[src/rtl/regmask_pkg.sv]
// Shared constants and state encoding for the register-mask to address encoder.
package regmask_pkg;

  localparam int unsigned N_REGS = 32;
  localparam int unsigned AW     = $clog2(N_REGS);
  localparam int unsigned CW     = AW + 1;

  typedef enum logic {
    ST_IDLE = 1'b0,
    ST_SCAN = 1'b1
  } state_t;

endpackage

[src/rtl/regmask_encoder_if.sv]
// Mask-in / address-out handshake bundle between a mask producer/consumer and regmask_encoder.
interface regmask_encoder_if;
  import regmask_pkg::*;

  logic              mask_valid;
  logic [N_REGS-1:0] mask_in;
  logic              mask_ready;
  logic              addr_valid;
  logic [AW-1:0]     addr_out;
  logic              addr_ready;
  logic              done;
  logic [CW-1:0]     emit_cnt;

  modport master (
    output mask_valid, mask_in, addr_ready,
    input  mask_ready, addr_valid, addr_out, done, emit_cnt
  );

  modport slave (
    input  mask_valid, mask_in, addr_ready,
    output mask_ready, addr_valid, addr_out, done, emit_cnt
  );

endinterface

[src/rtl/regmask_encoder_prio_enc32.sv]
// Combinational lowest-set-bit priority encoder over a 32-bit vector.
module prio_enc32
  import regmask_pkg::*;
(
  input  logic [N_REGS-1:0] in,
  output logic [AW-1:0]     idx,
  output logic              any
);

  // Scan from the top down so the lowest set bit is the last to win.
  always_comb begin
    idx = '0;
    for (int unsigned i = N_REGS; i > 0; i--) begin
      if (in[i-1]) idx = AW'(i - 1);
    end
  end

  assign any = |in;

endmodule

[src/rtl/regmask_encoder.sv]
// Converts a register bitmask into one 5-bit address per handshake, lowest first, then pulses done.
// Optional macro REGMASK_SKIP_R0_EN drops bit 0 at capture so register $zero is never emitted.
module regmask_encoder
  import regmask_pkg::*;
(
  input  logic              clk,
  input  logic              rst,
  regmask_encoder_if.slave  bus
);

  state_t            state;
  logic [N_REGS-1:0] pending;
  logic [N_REGS-1:0] captured;
  logic [N_REGS-1:0] pending_next;
  logic [AW-1:0]     idx;
  logic              any;

`ifdef REGMASK_SKIP_R0_EN
  assign captured = {bus.mask_in[N_REGS-1:1], 1'b0};
`else
  assign captured = bus.mask_in;
`endif

  prio_enc32 u_prio (
    .in  (pending),
    .idx (idx),
    .any (any)
  );

  assign bus.addr_out = idx;

  // x & (x-1) clears exactly the lowest set bit, which is the one on addr_out.
  assign pending_next = pending & (pending - N_REGS'(1));

  always_ff @(posedge clk) begin
    if (rst) begin
      state          <= ST_IDLE;
      pending        <= '0;
      bus.mask_ready <= 1'b1;
      bus.addr_valid <= 1'b0;
      bus.done       <= 1'b0;
      bus.emit_cnt   <= '0;
    end else begin
      bus.done <= 1'b0;
      case (state)
        ST_IDLE: begin
          if (bus.mask_valid) begin
            pending      <= captured;
            bus.emit_cnt <= '0;
            if (captured == '0) begin
              bus.done <= 1'b1;
            end else begin
              state          <= ST_SCAN;
              bus.mask_ready <= 1'b0;
              bus.addr_valid <= 1'b1;
            end
          end
        end
        ST_SCAN: begin
          if (bus.addr_ready && any) begin
            pending      <= pending_next;
            bus.emit_cnt <= bus.emit_cnt + CW'(1);
            if (pending_next == '0) begin
              state          <= ST_IDLE;
              bus.mask_ready <= 1'b1;
              bus.addr_valid <= 1'b0;
              bus.done       <= 1'b1;
            end
          end
        end
        default: begin
          state          <= ST_IDLE;
          pending        <= '0;
          bus.mask_ready <= 1'b1;
          bus.addr_valid <= 1'b0;
        end
      endcase
    end
  end

endmodule

[src/flat_wrapper.sv]
// flat-port wrapper written by rule: the top's interface ports become plain ports
module regmask_encoder_flat import regmask_pkg::*;
  (clk, rst, bus_mask_valid, bus_mask_in, bus_addr_ready, bus_mask_ready, bus_addr_valid, bus_addr_out, bus_done, bus_emit_cnt);
  regmask_encoder_if bus_i ();
  input  logic clk;
  input  logic rst;
  input wire logic [$bits(bus_i.mask_valid)-1:0] bus_mask_valid;
  input wire logic [$bits(bus_i.mask_in)-1:0] bus_mask_in;
  input wire logic [$bits(bus_i.addr_ready)-1:0] bus_addr_ready;
  output wire logic [$bits(bus_i.mask_ready)-1:0] bus_mask_ready;
  output wire logic [$bits(bus_i.addr_valid)-1:0] bus_addr_valid;
  output wire logic [$bits(bus_i.addr_out)-1:0] bus_addr_out;
  output wire logic [$bits(bus_i.done)-1:0] bus_done;
  output wire logic [$bits(bus_i.emit_cnt)-1:0] bus_emit_cnt;
  assign bus_i.mask_valid = bus_mask_valid;
  assign bus_i.mask_in = bus_mask_in;
  assign bus_i.addr_ready = bus_addr_ready;
  assign bus_mask_ready = bus_i.mask_ready;
  assign bus_addr_valid = bus_i.addr_valid;
  assign bus_addr_out = bus_i.addr_out;
  assign bus_done = bus_i.done;
  assign bus_emit_cnt = bus_i.emit_cnt;
  regmask_encoder u_core (.clk(clk), .rst(rst), .bus(bus_i));
endmodule
[config.mk]
export PLATFORM = sky130hd
export DESIGN_NAME = regmask_encoder_flat
export DESIGN_NICKNAME = d
export VERILOG_FILES = /design/src/rtl/regmask_pkg.sv /design/src/rtl/regmask_encoder_if.sv /design/src/rtl/regmask_encoder_prio_enc32.sv /design/src/rtl/regmask_encoder.sv /design/src/flat_wrapper.sv
export SDC_FILE = /design/constraint.sdc
export NUM_CORES = 1
export LEC_CHECK = 0
export BUFFER_PORTS_ARGS = -buffer_cell sky130_fd_sc_hd__buf_2
export CORE_MARGIN = 10
export CORE_UTILIZATION = 30
export CTS_CLUSTER_DIAMETER = 80
export DETAILED_ROUTE_END_ITERATION = 16
export GPL_TIMING_DRIVEN = 0
export HOLD_SLACK_MARGIN = 0.03
export SLEW_MARGIN = 5
export SYNTH_ARGS = -nofsm -noshare
export SYNTH_HDL_FRONTEND = slang
export SYNTH_SLANG_ARGS = --single-unit
[constraint.sdc]
create_clock -name clk -period 3.1 [get_ports clk]
set_input_delay 0.775 -clock clk [delete_from_list [all_inputs] [get_ports clk]]
set_output_delay 0.775 -clock clk [all_outputs]
set_load 0.05 [all_outputs]
==> run_results.csv <==
group,metric,value,unit
run_status,status,"completed",
route,ant_nets,0,
finish,multi_input_comb_area,1852,um^2
clock_tree,clockBufferDepth,2,
global_route,antenna_found_initial,0,
finish,post_layout_nonfiller_instances,535,
yosys,syn-instance-count,366,
finish,fin_area,3339,um^2
timing,setup_repair_after_global_routing_missed_its_margin,"no",
route,detail_route.drc_violations,0,
die,std_cell_rows,35,
global_route,globalRoute.totalOverflow,0,
worst_setup_path,reg2reg_setup_slack,380,ps
route,route.met2.wl,4901,um
worst_setup_path,timing.critical_path.from_type,"flop",
finish,num_antenna_cells,0,
global_route,grt_pass1_vias,3103,
global_route,grt_max_degree,13,
power_and_ir_drop,total_leakage_power,1.271,nW
worst_setup_path,worst_ep_arrival_time,2210,ps
yosys,ys.flop_type,"dfxtp_1",
global_route,grt_use_total,15.39,%
placed_design,pre_cts_slack,321.3,ps
timing,timing.max_slew.rel_slack,52.03,%
yosys,synth_warnings,0,
timing,timing.final.setup_violations,0,
run,timing.max_cap.violations,0,
hold_path,worst_hold_endpoint,"u_core.bus.mask_ready",
route,routed-wl-met3,793,um
power_and_ir_drop,power_density,496.2,nW/um^2
worst_setup_path,rr_endpoint,"u_core.pending[7]",
timing,setup_total_negative_slack,0,ps
die,die_h,116.9,um
clock_tree,cts_root_buffer,"clkbuf_8",
placed_design,detailedPlacementHpwl,7791,um
yosys,yosys-top-cells-area,"dfxtp_1, nor2_1, nand2_1",
worst_setup_path,setup.worst_path.class,"flop to primary output",
worst_setup_path,worst_setup_ep_type,"primary output",
finish,seq_area,842.1,um^2
timing,layout_min_cycle_time,2984,ps
clock_tree,clock_tree_from_tritoncts,"yes",
timing,finalClockSkew,6.953,ps
route,route.detailed.wl_per_inst,19.74,um
yosys,proportion_of_netlist_area_held_by_the_largest_area_contributor,29.88,%
route,routedLengthMet1,4677,um
route,dr_total_vias,3122,
yosys,synth_seq_area_share,29.88,%
finish,nets,460,
worst_setup_path,critPathMaxFanout,10,
placed_design,replace_congestion,0.9103,
timing,final_min_period_over_clock_period,96.25,%
worst_setup_path,timing.reg2reg.worst_path_depth,9,
yosys,synthDistinctLibCells,62,
yosys,number_of_synthesized_flops_with_an_enable_pin,0,
die,die-area,13650,um^2
clock_tree,worst_setup_hold_path_clk_slew,90,ps
worst_setup_path,timing.critical_path.required,2320,ps
route,drt_iter0_markers,244,
yosys,synthesis.nets,403,
finish,nFillCells,993,
route,drt-pass1-iter-count,5,
yosys,mean_cell_area_of_the_mapped_netlist,7.688,um^2
timing,fmax,335.2,MHz
finish,final_layout_size_suffix_gt1_share,22.64,%
yosys,yosys.area.top_type,"dfxtp_1",
clock_tree,cts_buffers,5,
timing,report.final.hold_viol_count,0,
global_route,grt_first_pass_wirelength,16460,um
clock_tree,worst_skew_pair.late_latency,300,ps
die,floorplan.initialDensity,30.60,%
die,die_x,116.9,um
yosys,async_reset_ff_share,0,%
timing,worst_slack,116.3,ps
clock_tree,clock_tree.htree_level_count,2,
route,dr.max_layer_used,"met4",
power_and_ir_drop,vdd_drop_max,0.0001923,V
route,viasPerCell,5.836,
die,core_area,9196,um^2
placed_design,placedInstanceArea,3198,um^2
die,io_pins,50,
route,wirelength,10560,um
timing,timing_worst_slew_pin_value,719.6,ps
finish,area_growth_syn_to_layout,18.67,%
timing,timing_max_transition_violations_final,0,
hold_path,hold_path_startpoint,"u_core.bus.mask_ready",
clock_tree,clock_sink_count,42,
worst_setup_path,r2r-start,"u_core.pending[0]",
hold_path,min_path_cells,2,
timing,hold_ws,511.5,ps
hold_path,hold_path_class,"flop to flop",
placed_design,dp_cells,526,
clock_tree,post_cts_hold_buffer_count,0,
placed_design,number_of_buffers_inserted_by_port_buffering,49,
yosys,total_of_flip_flops_plus_latches_after_synthesis,42,
yosys,post_synthesis_cell_area,2814,um^2
[power breakdown]
part	switching, W	internal [W]
clock	0.000206	0.000180
combinational	0.000430	0.000221
sequential	0.0000457	0.000574
total	0.000682	0.000975
[cell type report]
type,instances,share of cell area (%)
flip-flops and latches,42,25.22
multi-input cells,287,55.45
clock buffers,7,2.585
repair buffers,50,7.718
well taps,111,4.159
clock inverters,1,0.1499
plain buffers,27,3.597
inverters,10,1.124
[worst max-delay path by stage]
stage,from,depth (start not counted),end,slack [ps]
4_1_cts,u_core.pending[28],8,bus_addr_out[1],10
5_1_grt,u_core.pending[0],6,bus_addr_out[4],3
6_report,u_core.pending[0],6,bus_addr_out[4],120
3_5_place_dp,u_core.pending[4],6,bus_addr_out[4],320
2_1_floorplan,u_core.pending[28],7,bus_addr_out[1],40
3_3_place_gp,u_core.pending[28],8,bus_addr_out[1],350
[state kept, by name, indices dropped and copies added (netlist names)]
name                   count
u_core.bus.emit_cnt        6
u_core.bus.mask_ready      1
u_core.state               1
u_core.bus.done            1
u_core.bus.addr_valid      1
u_core.pending            32
[cells in the final DEF (no fill, tap or decap), types with 7 or more instances in the layout]
cell and n:
a21oi_1 25, nor3_1 12, o21ai_0 23, nor4_4 7
clkbuf_1 20, dfxtp_1 41, nand2_1 42, buf_2 52
a22oi_1 14, nor2_1 43, o21ai_1 9, inv_1 10
nand3_1 7, nor4_1 13
[worst max-delay path, cell delays in order (launching register included)]
cell	delay, ps
dfxtp_1	310
clkbuf_1	220
nor4_4	430
and2_4	280
nand2_1	160
a31oi_1	230
clkbuf_4	270
[synthesized netlist by cell type, types with 3 or more instances]
library cell	n
a221oi_1	4
o21a_1	4
a22oi_1	14
nor4_4	5
dfxtp_1	42
o31a_1	4
o31ai_1	5
o32ai_1	3
a21oi_1	25
or3_1	3
and2_1	3
a311oi_1	3
clkbuf_1	20
and3_1	3
nor4_1	13
nor3_1	12
buf_2	5
nor2_1	44
a211oi_1	4
xor2_1	3
inv_1	10
nand2_1	42
nand4_1	5
o21ai_1	8
nand3_1	7
o211ai_1	5
o21ai_0	24
[repair_timing]
item | 4_1_cts | 5_1_grt
resized for setup | 2 | 12
setup endpoints to repair | 2 | 4
pin swaps | 0 | 1
buffers inserted | 0 | 1
[per-layer routing]
| metal | vias up | GRT usage, % |
|---|---|---|
| li1 | 1485 | - |
| met1 | 1503 | 19.98 |
| met2 | 120 | 25.12 |
| met3 | 14 | 3.211 |
| met4 | 0 | 4.366 |
| met5 | - | 0 |
[metrics by stage]
| step | total power (W) | utilization (%) |
|---|---|---|
| global placement | 0.001242 | 34.78 |
| floorplan | 0.001068 | - |
| finish | 0.001657 | 36.31 |
| CTS | 0.001632 | 35.86 |
| global route | 0.001743 | 36.31 |
| detailed placement | 0.001249 | 34.78 |
[logic make-up after synthesis]
logic type	Yosys count	synth area share [%]
flip-flops	42	29.88
XOR/XNOR	4	1.245
multiplexers	1	0.3557
AND/OR/NAND/NOR	158	31.70
adder cells (fa/ha/maj)	4	1.601
buffers and inverters	37	5.558
AO/OA/AOI/OAI	120	29.66
No activity file was read; power rests on OpenSTA's default activity.
